### src/rtl/sr_pulse_driver.sv
// -----------------------------------------------------------------------------
// sr_pulse_driver
//
// Turns single-bit write requests into timed, active-low set/reset pulses for
// a NAND-based SR latch, then reads the latch Q back to report success.
//
// Each accepted request runs IDLE -> PULSE -> RECOVER -> DONE -> IDLE:
//   PULSE   : s_n (target 1) or r_n (target 0) held low for PULSE_CYC cycles
//   RECOVER : both high for RECOVER_CYC cycles so the synchronized Q settles;
//             the Q check is taken on the last recovery cycle
//   DONE    : one-cycle done strobe, err qualified by done
//
// Parameters:
//   PULSE_CYC   - cycles the selected latch input is held low (1..255)
//   RECOVER_CYC - cycles both inputs are high before the Q check (2..255)
//
// Ports:
//   clk       in   system clock, rising edge
//   rst_n     in   synchronous active-low reset
//   req_valid in   write request present
//   req_val   in   target latch value (1 = set, 0 = reset)
//   req_ready out  request can be accepted this cycle
//   q_fb      in   asynchronous latch Q feedback (synchronized internally)
//   s_n       out  active-low latch set
//   r_n       out  active-low latch reset
//   done      out  one-cycle completion strobe
//   err       out  with done: latch Q did not match the target
//
// Optional feature (compile-time macro SR_SKIP_REDUNDANT_EN):
//   when defined, a request whose target already equals the synchronized Q
//   skips the pulse and completes with done=1, err=0 in the next cycle.
//
// All outputs are registered. s_n and r_n are decoded from a single state
// and a single target bit, so they can never be low together.
// -----------------------------------------------------------------------------
module sr_pulse_driver #(
    parameter int PULSE_CYC   = 4,
    parameter int RECOVER_CYC = 2
) (
    input  logic clk,
    input  logic rst_n,
    input  logic req_valid,
    input  logic req_val,
    output logic req_ready,
    input  logic q_fb,
    output logic s_n,
    output logic r_n,
    output logic done,
    output logic err
);

    typedef enum logic [1:0] {
        ST_IDLE    = 2'd0,
        ST_PULSE   = 2'd1,
        ST_RECOVER = 2'd2,
        ST_DONE    = 2'd3
    } state_e;

    // Counters hold "cycles remaining minus one", so loading N-1 yields N cycles.
    localparam logic [7:0] PULSE_LD   = 8'(PULSE_CYC - 1);
    localparam logic [7:0] RECOVER_LD = 8'(RECOVER_CYC - 1);

    state_e     state_q, state_d;
    logic [7:0] cnt_q, cnt_d;
    logic       tgt_q, tgt_d;
    logic       sync1_q, q_sync_q;
    logic       s_n_q, s_n_d;
    logic       r_n_q, r_n_d;
    logic       done_q, done_d;
    logic       err_q, err_d;
    logic       ready_q, ready_d;

    // Two-flop synchronizer for the asynchronous latch feedback.
    always_ff @(posedge clk) begin
        if (!rst_n) begin
            sync1_q  <= 1'b0;
            q_sync_q <= 1'b0;
        end else begin
            sync1_q  <= q_fb;
            q_sync_q <= sync1_q;
        end
    end

    // Next-state, duration counter and registered-output decode.
    always_comb begin
        state_d = state_q;
        cnt_d   = cnt_q;
        tgt_d   = tgt_q;
        err_d   = 1'b0;

        case (state_q)
            ST_IDLE: begin
                // ready_q gates the handshake so nothing is accepted in the
                // first cycle after reset release.
                if (req_valid && ready_q) begin
                    tgt_d = req_val;
`ifdef SR_SKIP_REDUNDANT_EN
                    if (q_sync_q == req_val) begin
                        state_d = ST_DONE;
                        cnt_d   = 8'd0;
                    end else begin
                        state_d = ST_PULSE;
                        cnt_d   = PULSE_LD;
                    end
`else
                    state_d = ST_PULSE;
                    cnt_d   = PULSE_LD;
`endif
                end else begin
                    state_d = ST_IDLE;
                end
            end
            ST_PULSE: begin
                if (cnt_q == 8'd0) begin
                    state_d = ST_RECOVER;
                    cnt_d   = RECOVER_LD;
                end else begin
                    cnt_d = cnt_q - 8'd1;
                end
            end
            ST_RECOVER: begin
                if (cnt_q == 8'd0) begin
                    state_d = ST_DONE;
                    cnt_d   = 8'd0;
                    err_d   = (q_sync_q != tgt_q);
                end else begin
                    cnt_d = cnt_q - 8'd1;
                end
            end
            ST_DONE: begin
                state_d = ST_IDLE;
                cnt_d   = 8'd0;
            end
            default: begin
                state_d = ST_IDLE;
                cnt_d   = 8'd0;
            end
        endcase

        // Outputs are decoded from the next state so they register in step
        // with it.
        s_n_d   = !((state_d == ST_PULSE) &&  tgt_d);
        r_n_d   = !((state_d == ST_PULSE) && !tgt_d);
        done_d  = (state_d == ST_DONE);
        ready_d = (state_d == ST_IDLE);
    end

    // State, counter, target and output registers.
    always_ff @(posedge clk) begin
        if (!rst_n) begin
            state_q <= ST_IDLE;
            cnt_q   <= 8'd0;
            tgt_q   <= 1'b0;
            s_n_q   <= 1'b1;
            r_n_q   <= 1'b1;
            done_q  <= 1'b0;
            err_q   <= 1'b0;
            ready_q <= 1'b0;
        end else begin
            state_q <= state_d;
            cnt_q   <= cnt_d;
            tgt_q   <= tgt_d;
            s_n_q   <= s_n_d;
            r_n_q   <= r_n_d;
            done_q  <= done_d;
            err_q   <= err_d;
            ready_q <= ready_d;
        end
    end

    assign s_n       = s_n_q;
    assign r_n       = r_n_q;
    assign done      = done_q;
    assign err       = err_q;
    assign req_ready = ready_q;

endmodule
### config.mk
export PLATFORM = sky130hd
export DESIGN_NAME = sr_pulse_driver
export DESIGN_NICKNAME = d
export VERILOG_FILES = /design/src/rtl/sr_pulse_driver.sv
export SDC_FILE = /design/constraint.sdc
export NUM_CORES = 1
export LEC_CHECK = 0
export ABC_AREA = 1
export CAP_MARGIN = 0
export CORE_ASPECT_RATIO = 1.25
export CORE_MARGIN = 2
export CORE_UTILIZATION = 47
export DETAILED_ROUTE_END_ITERATION = 6
export PLACE_DENSITY = 0.76
export SYNTH_ARGS = -nofsm -noshare
export SYNTH_HDL_FRONTEND = slang
export SYNTH_SLANG_ARGS = --single-unit
### constraint.sdc
create_clock -name clk -period 1.2 [get_ports clk]
set_input_delay 0.24 -clock clk [delete_from_list [all_inputs] [get_ports clk]]
set_output_delay 0.24 -clock clk [all_outputs]
set_load 0.02 [all_outputs]
Word-level counts from Yosys, hierarchy flattened
Cells that the tools add are included.
W data, S select, Z words.
{ "classes": {"addsub": 1, "eq_ne": 7, "mux": 10, "n_reduce_logical": 10} }
{ "op_table": {"columns": ["op", "count"], "rows": [
  ["$pmux W8 S4", 1],
  ["$mux W8", 3],
  ["$logic_not A8 Y1", 1],
  ["$pmux W2 S4", 1],
  ["$sub A8 B1 Y8 const B", 1],
  ["$eq A2 B2 Y1 const B", 3],
  ["$eq A2 B1 Y1 const B", 2],
  ["$logic_not A2 Y1", 2],
  ["$mux W2", 2],
  ["$logic_and A1 B1 Y1", 3],
  ["$logic_not A1 Y1", 3],
  ["$mux W1", 3],
  ["$reduce_and A3 Y1", 1],
  ["$ne A2 B2 Y1 const B", 1],
  ["$ne A1 B1 Y1", 1]
]} }
{ "word_totals": {"regBits": 18, "inputBits": 5, "out_inout_bits": 5} }

Logic depth before layout (Yosys ltp)
{ "depth": {"depth_word": 6, "depth_mapped": 8} }

Worst setup path before layout
OpenSTA, ideal clock, no wires.
{ "synth_path": {"path_type": "flip-flop to flip-flop", "startpoint": "register cnt_q[0]", "endpoint": "register cnt_q[3]", "arrival_ns": 1.072, "required_ns": 1.084, "slack_ns": 0.011, "path_stages_with_launch": 8, "cell_sequence": "dfxtp_1 inv_1 ha_1 nand3_1 nor2_4 nor2_4 o21ai_2 nor2_1"} }
{ "synth_via": {"elab_chain_len": 3} }
{ "synth_lines": {"columns": ["item", "line_no", "rtl"], "rows": [
  ["from (decl)", "64", "logic [7:0] cnt_q, cnt_d;"],
  ["from (signal assigned)", "161", "cnt_q <= cnt_d;"],
  ["$sub A8 B1 Y8 / $logic_not A8 Y1 (equally long branches)", null, null],
  ["$mux W8, on equally long branches", "122, 114", null],
  ["$pmux W8 S4 *", "91", "case (state_q)"]
]} }
Every way passes the cells marked *; elsewhere a longest branch is shown, timed or not.
A chain may end at the register's enable or synchronous reset.

Worst setup path after layout
{ "layout_path": {"startpoint": "register cnt_q[0]", "endpoint": "register cnt_q[4]"} }
Same word-level chain as after synthesis.

==> qor.yml <==
logic_synthesis:
  syn_nets: 127
  async_reset_ff_frac: 0
  ys_seq_elements: 18
  synth-edff-count: 0
  synth_area_um2: 842
  synth.distinct_cells: 19
  seq_area_frac_synth: 0.428
  ys_warn_count: 0
  syn_inst: 120
  synthFlopType: "dfxtp_1"
  avgSynthCellArea_um2: 7.02
clock_tree:
  cts_htree_levels: 1
  cts_made_buffers: 3
  cts_tree: "done"
  ctsLongestPathBuffers: 2
  clk_latency_ns: 0.30
  clk_pin_slew_ns: 0.11
  cts-root-buf: "clkbuf_4"
  cts_sinks: 18
floorplanning:
  coreArea_mm2: 0.00172
  die_area_mm2: 0.00215
  io_pins: 10
  row_count: 17
  start_util: 0.489
  die_w_um: 41.9
  die_h_um: 51.3
worst_setup_path:
  cp_top_family: "simple AND/OR/NAND/NOR gates"
  startpoint_type: "register"
  cp_common_cell: "nor2_4"
  cp_num_buf_inv: 2
  worst_path_max_delay_cell: "dfxtp_2"
  crit_path_max_fanout: 6
  cpPeakStageDelay_ns: 0.34
  crit_required_ns: 1.41
  endpoint_kind: "register"
  crit_chain: "inv_2 > ha_4 > nand3_4 > nor2_4 > nor2_4 > buf_4 > nand2_2 > a21oi_2"
  critical_path_class: "register to register"
  arrival_ns: 1.44
sta:
  worst_pin_slew_ns: 0.273
  finalHoldViolCount: 0
  report.final.slew_viol_count: 0
  setup_slack_ns: -0.0294
  fin_crit_ns: 1.23
  finalSetupViolCount: 4
  period_share: 1.02
  skew_ns: 0.0119
  rsz0062_at_grt: "yes"
  timing.fmax_mhz: 813
  relSlewSlack: 0.816
grt:
  grtUsageTotal: 0.173
  grt_antenna_before_repair: 0
  grt_max_degree: 11
  grt_pass1_vias: 753
  grt-ovfl-total: 0
  grt_pass1_wl_mm: 2.80
finish:
  final_nets: 153
  nFillCells: 139
  fin_util: 0.657
  area_delta_synth_final_pct: 34.3
  n_antenna_cell: 0
  drive_gt1_frac: 0.262
  fin_area_mm2: 0.00113
detailed_routing:
  drtIter0Drc: 32
  wl_per_cell_um: 10.4
  drt_wl_total_mm: 1.71
  viasPerCell: 5.04
  highest_layer: "met4"
  firstDrtPassIters: 4
  ant_nets: 0
  drc: 0
  wl_met1_um: 688
  wl_met2_um: 914
  wl_met3_um: 74
  vias: 826
place:
  hpwlAfterDp_mm: 1.29
  globalplace.congestion: 0.793
  placed_area_mm2: 0.00104
  portBuffers: 9
pwr:
  leakagePower_nw: 0.540
  p_total_mw: 3.22
  ir_drop_uv: 2110
  powerDensity_mw_per_mm2: 2840
outcome:
  run_status: "finished with violations"
  violations: "setup timing"
min_path:
  hp-class: "register to register"
job:
  max_cap_violations: 0
==> power breakdown <==
group	internal (mW)	switching, mW
clock	0.185	0.187
combinational	0.784	1.17
sequential	0.780	0.111
total	1.75	1.47
==> layout make-up <==
cell class | count | area (um^2) | share of cell area
inverters | 22 | 82.6 | 0.0730
multi-input cells | 80 | 449 | 0.397
well taps | 19 | 23.8 | 0.0210
clock buffers | 4 | 36.3 | 0.0321
repair buffers | 21 | 173 | 0.153
flip-flops and latches | 18 | 367 | 0.324
==> worst paths after layout <==
path             from  cells past startpoint  endpoint  slack, ns
max          cnt_q[0]                      8  cnt_q[4]      -0.03
min           sync1_q                      2  q_sync_q       0.42
max reg2reg  cnt_q[0]                      8  cnt_q[4]      -0.03
min reg2reg   sync1_q                      2  q_sync_q       0.42
==> cells by family (layout without fill, tap and decap cells) <==
kind of cell	after synthesis	after routing	share of synthesized area
compound gates	13	13	0.0892
xor+xnor	3	3	0.0312
fa+ha+maj	2	2	0.0297
buf+inv	22	47	0.0981
flops	18	18	0.428
simple gates	62	62	0.324
==> synth_stat cells, types with 2 or more instances <==
library cell	n	area share
a21oi_1	6	0.036
dfxtp_1	18	0.43
ha_1	2	0.030
inv_1	21	0.094
nand2_1	26	0.12
nand3_1	5	0.030
nand4_1	3	0.022
nor2_1	20	0.089
nor2_4	2	0.027
nor3_1	3	0.018
o21ai_0	4	0.024
o21ai_2	2	0.021
xor2_1	2	0.021
==> through the flow <==
| stage | hold WS [ns] | setup WS, ns | setup TNS (ns) | cells |
|---|---|---|---|---|
| 2_1_floorplan | 0.333 | 0.0115 | 0 | 120 |
| 3_3_place_gp | 0.394 | -0.183 | -1.29 | 159 |
| 3_5_place_dp | 0.408 | -0.224 | -1.84 | 159 |
| 4_1_cts | 0.428 | -0.0229 | -0.0797 | 164 |
| 5_1_grt | 0.451 | -0.0814 | -0.420 | 164 |
| 6_report | 0.424 | -0.0294 | -0.109 | 164 |
==> sequential cells by signal, indices dropped and copies added (netlist names) <==
signal and flops:
done 1, req_ready 1, state_q 2, sync1_q 1, q_sync_q 1, s_n 1, tgt_q 1, err 1
r_n 1, cnt_q 8
==> cells in the final DEF (no fill, tap or decap), drive strengths merged <==
cell type      netlist  final
nand2               27     27
nor2                23     23
inv                 22     22
dfxtp               18     18
buf                  0     12
a21oi                6      6
o21ai                6      6
nand3                5      5
clkbuf               0      5
clkdlybuf4s50        0      4
nor3                 3      3
nand4                3      3
xor2                 2      2
ha                   2      2
clkdlybuf4s15        0      2
dlygate4sd2          0      2
xnor2                1      1
nor4                 1      1
o21bai               1      1
==> layer usage <==
metal  vias up  global-route usage
li1        429                   -
met1       359               0.164
met2        32               0.341
met3         6              0.0318
met4         0              0.0914
met5         -                   0
==> what timing repair did <==
action                                  in CTS  in global routing
gates cloned                                 0                  0
setup buffers                                1                  0
endpoints found under the setup margin      15                 14
hold buffers                                 0                  0
gates resized for setup                     15                 11
pin swaps                                    4                  6
==> worst register-to-register path: stages (launching register included) <==
cell     delay (ns)
dfxtp_2        0.34
inv_2          0.07
ha_4           0.15
nand3_4        0.09
nor2_4         0.19
nor2_4         0.07
buf_4          0.14
nand2_2        0.05
a21oi_2        0.04
Note: power is estimated with default switching activity, not from simulation.
